**src/rtl/op_seq_pkg.sv**
```systemverilog
// rtl/op_seq_pkg.sv - shared types and constants for the opcode sequencer
package op_seq_pkg;

    localparam int OP_W_DEF = 3;

    typedef enum logic [1:0] {
        S_IDLE  = 2'd0,
        S_ISSUE = 2'd1,
        S_HOLD  = 2'd2,
        S_DONE  = 2'd3
    } state_t;

    localparam logic [OP_W_DEF-1:0] OP_000 = 3'd0;
    localparam logic [OP_W_DEF-1:0] OP_001 = 3'd1;
    localparam logic [OP_W_DEF-1:0] OP_010 = 3'd2;
    localparam logic [OP_W_DEF-1:0] OP_011 = 3'd3;
    localparam logic [OP_W_DEF-1:0] OP_100 = 3'd4;
    localparam logic [OP_W_DEF-1:0] OP_101 = 3'd5;
    localparam logic [OP_W_DEF-1:0] OP_110 = 3'd6;
    localparam logic [OP_W_DEF-1:0] OP_111 = 3'd7;

endpackage

```
**src/rtl/op_sequencer_timer.sv**
```systemverilog
// rtl/op_sequencer_timer.sv - load/enable/expire down-counter shared by hold and timeout
// Ports: clk, rst (async active-low), load/load_val (preset), en (decrement),
//        expired (count has reached zero).
module seq_timer #(
    parameter int W = 8
) (
    input  logic         clk,
    input  logic         rst,
    input  logic         load,
    input  logic         en,
    input  logic [W-1:0] load_val,
    output logic         expired
);

    logic [W-1:0] cnt;

    always_ff @(posedge clk or negedge rst) begin
        if (!rst) begin
            cnt <= '0;
        end else if (load) begin
            cnt <= load_val;
        end else if (en && (cnt != '0)) begin
            cnt <= cnt - 1'b1;
        end
    end

    assign expired = (cnt == '0);

endmodule

```
**src/rtl/op_sequencer.sv**
```systemverilog
// rtl/op_sequencer.sv - sweeps opcodes first..last into a datapath with ack/hold/timeout
// Ports: clk, rst (async active-low); start/first_op/last_op launch a sweep;
//        ack accepts the offered opcode; abort cancels. Outputs opcode/op_valid
//        to the datapath, busy, done (pulse), err (sticky timeout), issued count.
module op_sequencer
    import op_seq_pkg::*;
#(
    parameter int OP_W    = OP_W_DEF,
    parameter int HOLD    = 2,
    parameter int TIMEOUT = 15
) (
    input  logic            clk,
    input  logic            rst,
    input  logic            start,
    input  logic [OP_W-1:0] first_op,
    input  logic [OP_W-1:0] last_op,
    input  logic            ack,
    input  logic            abort,
    output logic [OP_W-1:0] opcode,
    output logic            op_valid,
    output logic            busy,
    output logic            done,
    output logic            err,
    output logic [OP_W:0]   issued
);

    // Timer presets are "cycles minus one": the state is left on the cycle
    // the counter reads zero.
    localparam logic [7:0] TO_LOAD   = 8'(TIMEOUT - 1);
    localparam logic [7:0] HOLD_LOAD = 8'((HOLD > 0) ? HOLD - 1 : 0);
    localparam logic [OP_W:0] ISSUED_MAX = {1'b1, {OP_W{1'b0}}};

    state_t state, state_n;
    logic [OP_W-1:0] cur, cur_n, last_q, last_n, opcode_n;
    logic            op_valid_n, done_n, err_n;
    logic [OP_W:0]   issued_n;
    logic            t_load, t_en, t_exp;
    logic [7:0]      t_val;
    logic [OP_W-1:0] cur_inc;

    assign cur_inc = cur + 1'b1;

    seq_timer #(.W(8)) u_timer (
        .clk      (clk),
        .rst      (rst),
        .load     (t_load),
        .en       (t_en),
        .load_val (t_val),
        .expired  (t_exp)
    );

    always_ff @(posedge clk or negedge rst) begin
        if (!rst) begin
            state    <= S_IDLE;
            cur      <= '0;
            last_q   <= '0;
            opcode   <= '0;
            op_valid <= 1'b0;
            busy     <= 1'b0;
            done     <= 1'b0;
            err      <= 1'b0;
            issued   <= '0;
        end else begin
            state    <= state_n;
            cur      <= cur_n;
            last_q   <= last_n;
            opcode   <= opcode_n;
            op_valid <= op_valid_n;
            busy     <= (state_n != S_IDLE);
            done     <= done_n;
            err      <= err_n;
            issued   <= issued_n;
        end
    end

    always_comb begin
        state_n    = state;
        cur_n      = cur;
        last_n     = last_q;
        opcode_n   = opcode;
        op_valid_n = op_valid;
        done_n     = 1'b0;
        err_n      = err;
        issued_n   = issued;
        t_load     = 1'b0;
        t_en       = 1'b0;
        t_val      = '0;

        if (abort) begin
            state_n    = S_IDLE;
            op_valid_n = 1'b0;
            opcode_n   = '0;
        end else begin
            case (state)
                S_IDLE: begin
                    opcode_n   = '0;
                    op_valid_n = 1'b0;
                    if (start) begin
                        cur_n      = first_op;
                        last_n     = last_op;
                        err_n      = 1'b0;
                        issued_n   = '0;
                        state_n    = S_ISSUE;
                        opcode_n   = first_op;
                        op_valid_n = 1'b1;
                        t_load     = 1'b1;
                        t_val      = TO_LOAD;
                    end
                end
                S_ISSUE: begin
                    if (ack && op_valid) begin
                        if (issued != ISSUED_MAX) begin
                            issued_n = issued + 1'b1;
                        end
                        op_valid_n = 1'b0;
                        if (HOLD != 0) begin
                            state_n = S_HOLD;
                            t_load  = 1'b1;
                            t_val   = HOLD_LOAD;
                        end else if (cur == last_q) begin
                            state_n = S_DONE;
                            done_n  = 1'b1;
                        end else begin
                            // No hold stage: offer the next opcode straight away.
                            cur_n      = cur_inc;
                            opcode_n   = cur_inc;
                            op_valid_n = 1'b1;
                            t_load     = 1'b1;
                            t_val      = TO_LOAD;
                        end
                    end else if (t_exp) begin
                        // Ack checked first so an ack on the final wait cycle wins.
                        err_n      = 1'b1;
                        state_n    = S_IDLE;
                        op_valid_n = 1'b0;
                        opcode_n   = '0;
                    end else begin
                        t_en = 1'b1;
                    end
                end
                S_HOLD: begin
                    if (t_exp) begin
                        if (cur == last_q) begin
                            state_n = S_DONE;
                            done_n  = 1'b1;
                        end else begin
                            cur_n      = cur_inc;
                            opcode_n   = cur_inc;
                            op_valid_n = 1'b1;
                            state_n    = S_ISSUE;
                            t_load     = 1'b1;
                            t_val      = TO_LOAD;
                        end
                    end else begin
                        t_en = 1'b1;
                    end
                end
                S_DONE: begin
                    state_n    = S_IDLE;
                    opcode_n   = '0;
                    op_valid_n = 1'b0;
                end
                default: begin
                    state_n    = S_IDLE;
                    opcode_n   = '0;
                    op_valid_n = 1'b0;
                end
            endcase
        end
    end

endmodule

```
**config.mk**
```make
export PLATFORM = sky130hd
export DESIGN_NAME = op_sequencer
export DESIGN_NICKNAME = d
export VERILOG_FILES = /design/src/rtl/op_seq_pkg.sv /design/src/rtl/op_sequencer_timer.sv /design/src/rtl/op_sequencer.sv
export SDC_FILE = /design/constraint.sdc
export NUM_CORES = 1
export LEC_CHECK = 0
export BUFFER_PORTS_ARGS = -buffer_cell sky130_fd_sc_hd__buf_2
export CAP_MARGIN = 10
export CORE_AREA = 2 2 56 58
export DETAILED_ROUTE_END_ITERATION = 10
export DIE_AREA = 0 0 58 60
export PLACE_DENSITY = 0.8
export SLEW_MARGIN = 40
export SYNTH_ARGS = -nofsm -noshare
export SYNTH_HDL_FRONTEND = slang
export SYNTH_SLANG_ARGS = --single-unit
```
**constraint.sdc**
```tcl
create_clock -name clk -period 3.1 [get_ports clk]
set_clock_uncertainty 0.1 [all_clocks]
set_input_delay 0.31 -clock clk [delete_from_list [all_inputs] [get_ports clk]]
set_output_delay 0.31 -clock clk [all_outputs]
set_load 0.005 [all_outputs]
```
==> reports/results.tsv <==
stage	metric	value	unit
finish	multi_input_area	918.4	sq um
die	fp.dieW	58	um
setup_path	r2r_slack	0.65	ns
clock_network	numClockSinks	27	
clock_network	clkTransAtPathRegs	0.15	ns
sta	setup_viol	0	
finish	nFillCells	261	
min_path	min_path_type	primary input to flip-flop	
yosys	yosysTopAreaCell	dfrtp_1	
setup_path	crit_slowest_cell	dfrtp_1	
yosys	ys_seq_area_frac	0.4119	
clock_network	cts_tree	built	
detailed_routing	drt_wl_total	3419	um
setup_path	critPathBufInv	1	
yosys	ys_ff_latch	27	
clock_network	cts.path.max_buffers	2	
run	max_cap_violations	0	
sta	relSlewSlack	0.5722	
setup_path	r2r-start	state[1]	
setup_path	reg2reg_to	u_timer.cnt[1]	
finish	areaGrowthSynthToFinish	10.45	%
sta	hold_viol	0	
sta	rsz0062_at_grt	no	
yosys	synth_area	0.001640	sq mm
placement	dp_hpwl	2628	um
detailed_routing	dr.pass1.iters	4	
yosys	netlist_instances	170	
global_routing	grt_max_degree	28	
die	row_count	20	
detailed_routing	via_per_inst	6.089	
yosys	yosysWarningCount	0	
global_routing	grt_pass1_vias	1302	
finish	nNetsFinal	214	
sta	fin_crit	2.450	ns
detailed_routing	num_vias	1370	
placement	portBuffers	21	
setup_path	path_max_fanout	10	
die	die_h	60	um
finish	n_antenna_cell	0	
placement	place_inst	220	
setup_path	path_cells	inv_1, ha_1, a21boi_0, o21ai_0, nor2_1, mux2_2, o21ai_0	
global_routing	track_usage	0.2175	
setup_path	cp_data_arrival_time	2.60	ns
die	core_area	0.002903	sq mm
pwr	vdd_drop_max	0.4944	mV
global_routing	antenna_found_initial	0	
sta	finalSetupTns	0	ns
finish	layout.area.seq	675.6	sq um
setup_path	crit_top_cell	o21ai_0	
yosys	yosys-top-cells-area	dfrtp_1, ha_1, o21ai_0, mux2_2, nor2_1	
detailed_routing	wire_per_inst	15.20	um
sta	worst_pin_slew	0.6418	ns
setup_path	crit_cells	7	
setup_path	required	3.25	ns
yosys	synth-edff-count	0	
finish	layout-drive-gt1-share	0.2031	
die	die_area	0.003480	sq mm
sta	final_max_slew_viol_count	0	
die	io-pin-count	22	
clock_network	insertion_delay	0.32	ns
global_routing	grt_overflow	0	
clock_network	root_buffer	clkbuf_4	
setup_path	critPathKind	flip-flop to flip-flop	
die	start_util	0.5651	
placement	place.gp.congestion	0.7928	
yosys	syn_avg_cell_area	9.649	sq um
yosys	syn-num-nets	191	
global_routing	grt_pass1_wl	5789	um
setup_path	startpoint_type	flip-flop	
yosys	synth_async_sr_flop_share	1.000	
finish	fin_cells	225	
pwr	power	1.385	mW
setup_path	startpoint	state[1]	
setup_path	path_delay_family	compound AO/OA/AOI/OAI gates	
setup_path	crit_end	u_timer.cnt[1]	
min_path	min_path_cells	2	
setup_path	reg2reg_depth	7	
pwr	p_leak	0.8013	nW
setup_path	setup.worst_path.end_class	flip-flop	
sta	max_freq	408.1	MHz
detailed_routing	antenna_left	0	
detailed_routing	drcViolationCount	0	
clock_network	cts_buffers	3	
sta	min_period_over_period	0.7904	
yosys	synth_top_area_frac	0.4119	
finish	final_util	0.6241	
setup_path	cpPeakStageDelay	0.44	ns
yosys	yosys.cell_types.count	43	
yosys	synth_ff_type	dfrtp_1	
clock_network	cts_max_level	1	
detailed_routing	drtIter0Drc	77	
clock_network	cts_setup_buffers	0	
pwr	p_per_area	764.4	mW/mm^2
outcome	status	finished clean	
-- placed cells by master, fill, tap and decap left out, types with 2 or more instances in the layout --
cell	instances
dfrtp_1	27
o21ai_0	14
a311oi_1	2
a211oi_1	3
nor2b_1	3
clkbuf_4	3
nand2b_1	3
a22oi_1	2
mux2i_1	3
buf_2	21
mux2_2	6
or2_2	2
nor4b_1	2
xor2_1	5
a21boi_0	2
a21oi_1	7
xnor2_1	5
nor2_1	17
nor3_1	9
nand3_1	3
ha_1	10
a31oi_1	4
nand2_1	9
nor3b_1	2
inv_1	7
-- cell families (layout without fill, tap and decap cells) --
| family | after synthesis | count (layout) | synth area share |
|---|---|---|---|
| simple gates | 59 | 59 | 0.1976 |
| compound gates | 43 | 43 | 0.1731 |
| flops | 27 | 27 | 0.4119 |
| buf+inv | 12 | 34 | 0.02822 |
| fa+ha+maj | 10 | 10 | 0.07628 |
| xor+xnor | 10 | 10 | 0.05339 |
| mux | 9 | 9 | 0.05949 |
-- registers in the layout, indices dropped and copies added (netlist names) --
signal / flops
opcode: 3
state: 2
op_valid: 1
done: 1
busy: 1
err: 1
cur: 3
last_q: 3
u_timer.cnt: 8
issued: 4
-- worst register-to-register path, stage by stage (launching register included) --
cell and delay (ns):
dfrtp_1 0.44, inv_1 0.13, ha_1 0.37, a21boi_0 0.37, o21ai_0 0.25, nor2_1 0.24, mux2_2 0.35, o21ai_0 0.14
-- worst min path at each step --
stage	endpoint	start	slack (ns)
after floorplan	busy	rst	-0.09
after detailed placement	u_timer.cnt[4]	rst	0.25
after CTS	last_q[0]	last_op[0]	0.1
after global routing	last_q[0]	last_op[0]	0.1
final	last_q[0]	last_op[0]	0.10
after global placement	u_timer.cnt[5]	rst	0.24
-- metal layers --
metal / global-route usage / vias up / share of wire
met2: 0.4026 / 40 / 0.53
met5: 0 / - / 0
met4: 0.07309 / 0 / 0.019
met3: 0.02165 / 11 / 0.035
met1: 0.2643 / 664 / 0.42
li1: - / 655 / -
-- stage by stage --
step                      hold WS, ns  cell area (sq um)  setup WS (ns)
final                          0.1032               1812         0.6498
after CTS                     0.09570               1812         0.7023
after global placement         0.2431               1774         0.7648
after global routing          0.09839               1812         0.4801
after detailed placement       0.2479               1774         0.7345
after floorplan              -0.08559               1640          1.060
-- repair_timing --
| item | CTS | global route |
|---|---|---|
| hold buffers | 1 | 0 |
| gates resized for setup | 0 | 0 |
| hold endpoints to repair | 27 | 0 |
-- power by group --
group | internal [mW] | switching [mW]
Clock | 0.0483 | 0.101
Sequential | 0.456 | 0.101
Combinational | 0.296 | 0.383
Total | 0.800 | 0.584
-- cell usage after synthesis, types with 2 or more instances --
master and instances:
nor4b_1 2, dfrtp_1 27, o21ai_0 14, inv_1 7, a22oi_1 2, a21oi_1 7, ha_1 10, nor2_1 17
nand2b_1 3, a211oi_1 3, nor2b_1 3, nand3_1 3, a31oi_1 4, or2_2 2, nor3_1 9, nor3b_1 2
xnor2_1 5, nand2_1 9, a311oi_1 2, mux2i_1 3, a21boi_0 2, mux2_2 6, clkbuf_1 4, xor2_1 5
-- area by class of cell --
type | count | area share
multi-input cells | 131 | 0.5069
flip-flops and latches | 27 | 0.3729
repair buffers | 23 | 0.06768
well taps | 33 | 0.02279
inverters | 7 | 0.01450
clock buffers | 3 | 0.01243
clock inverters | 1 | 0.002762
Power figures use the tool's default switching activity.
